==> src/rtl/dmem_arb_pkg.sv <==
// rtl/dmem_arb_pkg.sv - shared constants and lock FSM state for the data-memory arbiter
package dmem_arb_pkg;

  localparam int LOCK_MAX_DEF = 8;

  typedef enum logic {
    OPEN   = 1'b0,
    LOCKED = 1'b1
  } lock_state_e;

endpackage

==> src/rtl/dmem_arbiter_rr_pick2.sv <==
// rtl/dmem_arbiter_rr_pick2.sv - two-way round-robin pick with a force-to-other override
module rr_pick2 (
  input  logic [1:0] req,
  input  logic       last,
  input  logic       force_other,
  output logic [1:0] gnt
);

  logic other;

  assign other = ~last;

  always_comb begin
    gnt = 2'b00;
    if (force_other && req[other]) begin
      gnt[other] = 1'b1;
    end else if (req == 2'b11) begin
      gnt[other] = 1'b1;
    end else begin
      gnt = req;
    end
  end

endmodule

==> src/rtl/dmem_arbiter.sv <==
// rtl/dmem_arbiter.sv - two-master data-memory arbiter with round-robin and bounded atomic lock
module dmem_arbiter
  import dmem_arb_pkg::*;
#(
  parameter int LOCK_MAX = LOCK_MAX_DEF
) (
  input  logic        clk,
  input  logic        rst_n,
  input  logic        m0_req,
  input  logic [3:0]  m0_we,
  input  logic [31:0] m0_addr,
  input  logic [31:0] m0_wdata,
  input  logic        m0_lock,
  output logic        m0_gnt,
  output logic        m0_rvalid,
  output logic [31:0] m0_rdata,
  input  logic        m1_req,
  input  logic [3:0]  m1_we,
  input  logic [31:0] m1_addr,
  input  logic [31:0] m1_wdata,
  input  logic        m1_lock,
  output logic        m1_gnt,
  output logic        m1_rvalid,
  output logic [31:0] m1_rdata,
  output logic        mem_rd,
  output logic [3:0]  mem_we,
  output logic [31:0] mem_addr,
  output logic [31:0] mem_wdata,
  input  logic [31:0] mem_rdata
);

  localparam int CW = $clog2(LOCK_MAX + 1);

  lock_state_e   state_q, state_d;
  logic          owner_q, owner_d;
  logic [CW-1:0] lock_cnt_q, lock_cnt_d;
  logic          last_gnt_q, last_gnt_d;
  logic          force_q, force_d;
  logic          rsp_valid_q, rsp_valid_d;
  logic          rsp_owner_q, rsp_owner_d;

  logic [1:0]    req, lock, rr_gnt, gnt;
  logic          sel, any_gnt;
  logic [3:0]    sel_we;
  logic [CW-1:0] cnt_inc;

  assign req  = {m1_req, m0_req};
  assign lock = {m1_lock, m0_lock};

  rr_pick2 u_pick (
    .req         (req),
    .last        (last_gnt_q),
    .force_other (force_q),
    .gnt         (rr_gnt)
  );

  // While locked only the owner may be granted; reset masks every grant.
  always_comb begin
    gnt = rr_gnt;
    if (state_q == LOCKED) begin
      gnt          = 2'b00;
      gnt[owner_q] = req[owner_q];
    end
    if (!rst_n) begin
      gnt = 2'b00;
    end
  end

  assign sel       = gnt[1];
  assign any_gnt   = |gnt;
  assign sel_we    = sel ? m1_we : m0_we;
  assign m0_gnt    = gnt[0];
  assign m1_gnt    = gnt[1];
  assign mem_we    = any_gnt ? sel_we : 4'b0000;
  assign mem_rd    = any_gnt && (sel_we == 4'b0000);
  assign mem_addr  = sel ? m1_addr : m0_addr;
  assign mem_wdata = sel ? m1_wdata : m0_wdata;
  assign m0_rdata  = mem_rdata;
  assign m1_rdata  = mem_rdata;
  assign m0_rvalid = rsp_valid_q && !rsp_owner_q;
  assign m1_rvalid = rsp_valid_q && rsp_owner_q;

  assign cnt_inc = (lock_cnt_q == CW'(LOCK_MAX)) ? lock_cnt_q : lock_cnt_q + 1'b1;

  always_comb begin
    state_d     = state_q;
    owner_d     = owner_q;
    lock_cnt_d  = lock_cnt_q;
    last_gnt_d  = last_gnt_q;
    force_d     = force_q;
    rsp_valid_d = mem_rd;
    rsp_owner_d = sel;
    if (any_gnt) begin
      last_gnt_d = sel;
      force_d    = 1'b0;
    end
    case (state_q)
      OPEN: begin
        if (any_gnt && lock[sel]) begin
          owner_d = sel;
          if (LOCK_MAX <= 1) begin
            lock_cnt_d = CW'(1);
            force_d    = 1'b1;
          end else begin
            state_d    = LOCKED;
            lock_cnt_d = CW'(1);
          end
        end
      end
      LOCKED: begin
        // A final unlocked access by the owner still gets its grant this cycle.
        if (!req[owner_q] || !lock[owner_q]) begin
          state_d    = OPEN;
          lock_cnt_d = '0;
        end else begin
          lock_cnt_d = cnt_inc;
          if (cnt_inc == CW'(LOCK_MAX)) begin
            state_d = OPEN;
            force_d = 1'b1;
          end
        end
      end
      default: state_d = OPEN;
    endcase
  end

  always_ff @(posedge clk or negedge rst_n) begin
    if (!rst_n) begin
      state_q     <= OPEN;
      owner_q     <= 1'b0;
      lock_cnt_q  <= '0;
      last_gnt_q  <= 1'b1;
      force_q     <= 1'b0;
      rsp_valid_q <= 1'b0;
      rsp_owner_q <= 1'b0;
    end else begin
      state_q     <= state_d;
      owner_q     <= owner_d;
      lock_cnt_q  <= lock_cnt_d;
      last_gnt_q  <= last_gnt_d;
      force_q     <= force_d;
      rsp_valid_q <= rsp_valid_d;
      rsp_owner_q <= rsp_owner_d;
    end
  end

endmodule

==> config.mk <==
export PLATFORM = sky130hd
export DESIGN_NAME = dmem_arbiter
export DESIGN_NICKNAME = d
export VERILOG_FILES = /design/src/rtl/dmem_arb_pkg.sv /design/src/rtl/dmem_arbiter_rr_pick2.sv /design/src/rtl/dmem_arbiter.sv
export SDC_FILE = /design/constraint.sdc
export NUM_CORES = 1
export LEC_CHECK = 0
export CORE_AREA = 8 8 115 117
export DETAILED_ROUTE_END_ITERATION = 12
export DIE_AREA = 0 0 123 125
export PLACE_DENSITY = 0.68
export SLEW_MARGIN = 0
export SYNTH_ARGS = -nofsm -noshare
export SYNTH_HDL_FRONTEND = slang
export SYNTH_SLANG_ARGS = --single-unit
export TNS_END_PERCENT = 30
==> constraint.sdc <==
create_clock -name clk -period 1.7 [get_ports clk]
set_input_delay 0.425 -clock clk [delete_from_list [all_inputs] [get_ports clk]]
set_output_delay 0.425 -clock clk [all_outputs]
set_load 0.02 [all_outputs]
==> results.ini <==
[yosys]
ys.flop_type=dfrtp_1
synth_top_family_by_area=multiplexers
syn_inst=207
synth_area_leader_cell=mux2_4
synth_compound_area_share_pct=6.318
yosysMostFrequentCell=buf_4
ys_ff_latch=9
yosysWarnings=0
syn-num-nets=383
synth.distinct_cells=37
synth_xor_area_share_pct=0.8041
synthTopCellsByCount=64 x buf_4, 61 x mux2_4, 9 x buf_6
synth.area.mux_share_pct=45.95
yosysSeqAreaShare_pct=10.40
postSynthAreaPerCell_um2=10.52
syn_area_um2=2178
synth_fa_ha_area_share_pct=1.149
synth_edf_count=0
ys_top_cells_by_area=mux2_4 42%, buf_4 22%, dfrtp_1 9.2%, buf_6 4.7%, mux2i_1 1.8%
yosysTopAreaCellShare_pct=42.04
synth-simple-area-share_pct=7.639
async_flop_share_pct=100.0

[cells_and_area]
final_area_um2=4701
fillers=1099
antenna_cells=0
area_growth_pct=115.8
nets=567
drive_gt1_share_pct=51.28

[placement]
hpwlAfterDp_mm=9.820
place_worst_setup_slack_ns=-1.259
io_buffer_count=214
place_area_um2=4193
gp_congestion=0.8725

[setup_path]
cpMostUsedCell=buf_12
arrival_ns=1.89
crit_chain=nand3b_4, and3_4, buf_12, buf_16, buf_8, mux2_4, buf_12
critPathCaptureType=primary output
path_max_fanout=8
reg2reg_depth=7
crit_path_top_delay_cell=dfstp_2
slowest_delay_ns=0.55
required_ns=1.27
startpoint_type=register
worstSetupPathType=register to primary output

[drt]
first_pass_iters=4
ant_nets=0
vias_per_cell=4.210
route.detailed.drc=0
dr.first_iter.drc_count=37
vias=2261
wirelength_mm=12.01
wire_per_inst_um=22.36

[clock_tree]
cts_max_level=1
clkTransAtPathRegs_ns=0.04
cts.sinks=9
tritoncts=yes
cts_made_buffers=3
hold_buffers=0
cts.path.max_buffers=2
cts-root-buf=clkbuf_16
clock_latency_ns=0.24

[floorplan]
core_um2=11610
rows=40
die_y_um=125
ios=311
initial_core_util_pct=18.76
die_w_um=123
dieArea_um2=15380

[global_routing]
grt_pass1_vias=2498
grt_pass1_wl_mm=16.54
grt_usage_pct=14.21
overflow=0
grt_max_degree=14
antenna_found_initial=0

[timing]
setup_viol=74
slew_viol_final=0
maxSlewHeadroom_pct=79.36
hold_viol=0
holdWs_ns=0.2484
period_share_pct=136.4
skew_ns=0.002989
fmax_mhz=431.4
fin_crit_ns=2.318
worst_pin_slew_ns=0.3068
rsz0062_at_grt=yes
fin_ws_ns=-0.6180

[hold_path]
hold_class=input pin to asynchronous set/reset pin

[power_and_ir_drop]
p_leak_nw=2.074
ir_worst_vdd_mv=0.7399
total_power_w=0.002602
pwr_density_cell_nw_per_um2=553.6

[outcome]
outcome=finished with violations
violations=negative setup slack

[flow_run]
maxCapViolations=0

==> what timing repair did <==
action	4_1_cts	5_1_grt
setup buffers	9	7
resized for setup	379	22
pin swaps	6	3
hold endpoints to repair	0	0
setup endpoints to repair	80	76
cloned	5	0
==> stage by stage <==
stage	TNS (ns)	utilization [%]	instances
6_report	-36.57	40.48	537
5_1_grt	-40.12	40.48	537
4_1_cts	-40.33	40.15	533
3_5_place_dp	-85.23	36.11	515
3_3_place_gp	-84.00	36.11	515
2_1_floorplan	-9.199	-	207
==> worst paths after layout <==
kind,from,endpoint,slack [ns]
worst min register to register,lock_cnt_q[3],lock_cnt_q[3],0.58
max in group asynchronous,rst_n,last_gnt_q,1.23
min in group clk,lock_cnt_q[3],lock_cnt_q[3],0.58
worst max register to register,last_gnt_q,owner_q,-0.23
worst max-delay path,last_gnt_q,mem_wdata[4],-0.62
worst min-delay path,rst_n,lock_cnt_q[0],0.25
==> per-layer routing <==
layer / GRT usage [%] / wire (µm) / share of wire (%)
met5: 0 / 0 / 0
met2: 24.61 / 5780 / 48
met3: 7.696 / 1706 / 14
met4: 0.8505 / 2 / 0.017
met1: 15.54 / 4519 / 38
==> state kept, by name, indices dropped and copies added (netlist names) <==
signal,cells
last_gnt_q,1
lock_cnt_q,4
owner_q,1
rsp_owner_q,1
rsp_valid_q,1
state_q,1
==> worst max-delay path, delay by kind of cell, from the launching register on <==
kind | cells | cell delay (ns)
and+or+nand+nor | 2 | 0.25
muxes | 1 | 0.32
buffers and inverters | 4 | 0.53
DFF | 1 | 0.55
==> kinds of logic (layout without fill, tap and decap cells) <==
logic type	Yosys count	in the layout
flops	9	9
mux	69	69
xor+xnor	2	2
simple gates	29	29
buf+inv	79	262
fa+ha+maj	2	2
compound gates	17	17
==> where the power goes <==
group / total (W) / internal, W / switching [W]
clock: 0.000417 / 0.000310 / 0.000107
sequential: 0.000294 / 0.000255 / 0.0000392
combinational: 0.00189 / 0.00116 / 0.000735
total: 0.00260 / 0.00172 / 0.000881
==> layout by cell type, fill, tap and decap left out, types with 3 or more instances in the layout <==
cell type,netlist,final
dfrtp_1,8,7
dlygate4sd2_1,0,6
nand2_1,5,5
buf_6,9,65
buf_4,64,21
buf_16,0,3
nor2_2,0,4
buf_12,0,15
inv_1,6,6
clkbuf_16,0,3
nor2_1,8,4
clkdlybuf4s50_1,0,135
mux2_4,61,64
buf_2,0,3
==> final cells by class <==
class | instances | area (µm²) | area share (%)
Sequential cell | 9 | 227.7 | 4.844
Clock buffer | 3 | 75.07 | 1.597
Inverter | 6 | 22.52 | 0.4791
Multi-Input combinational cell | 119 | 1448 | 30.80
Tap cell | 147 | 183.9 | 3.913
Timing Repair Buffer | 252 | 2739 | 58.26
Clock inverter | 1 | 5.005 | 0.1065
Power figures use the tool's default switching activity.
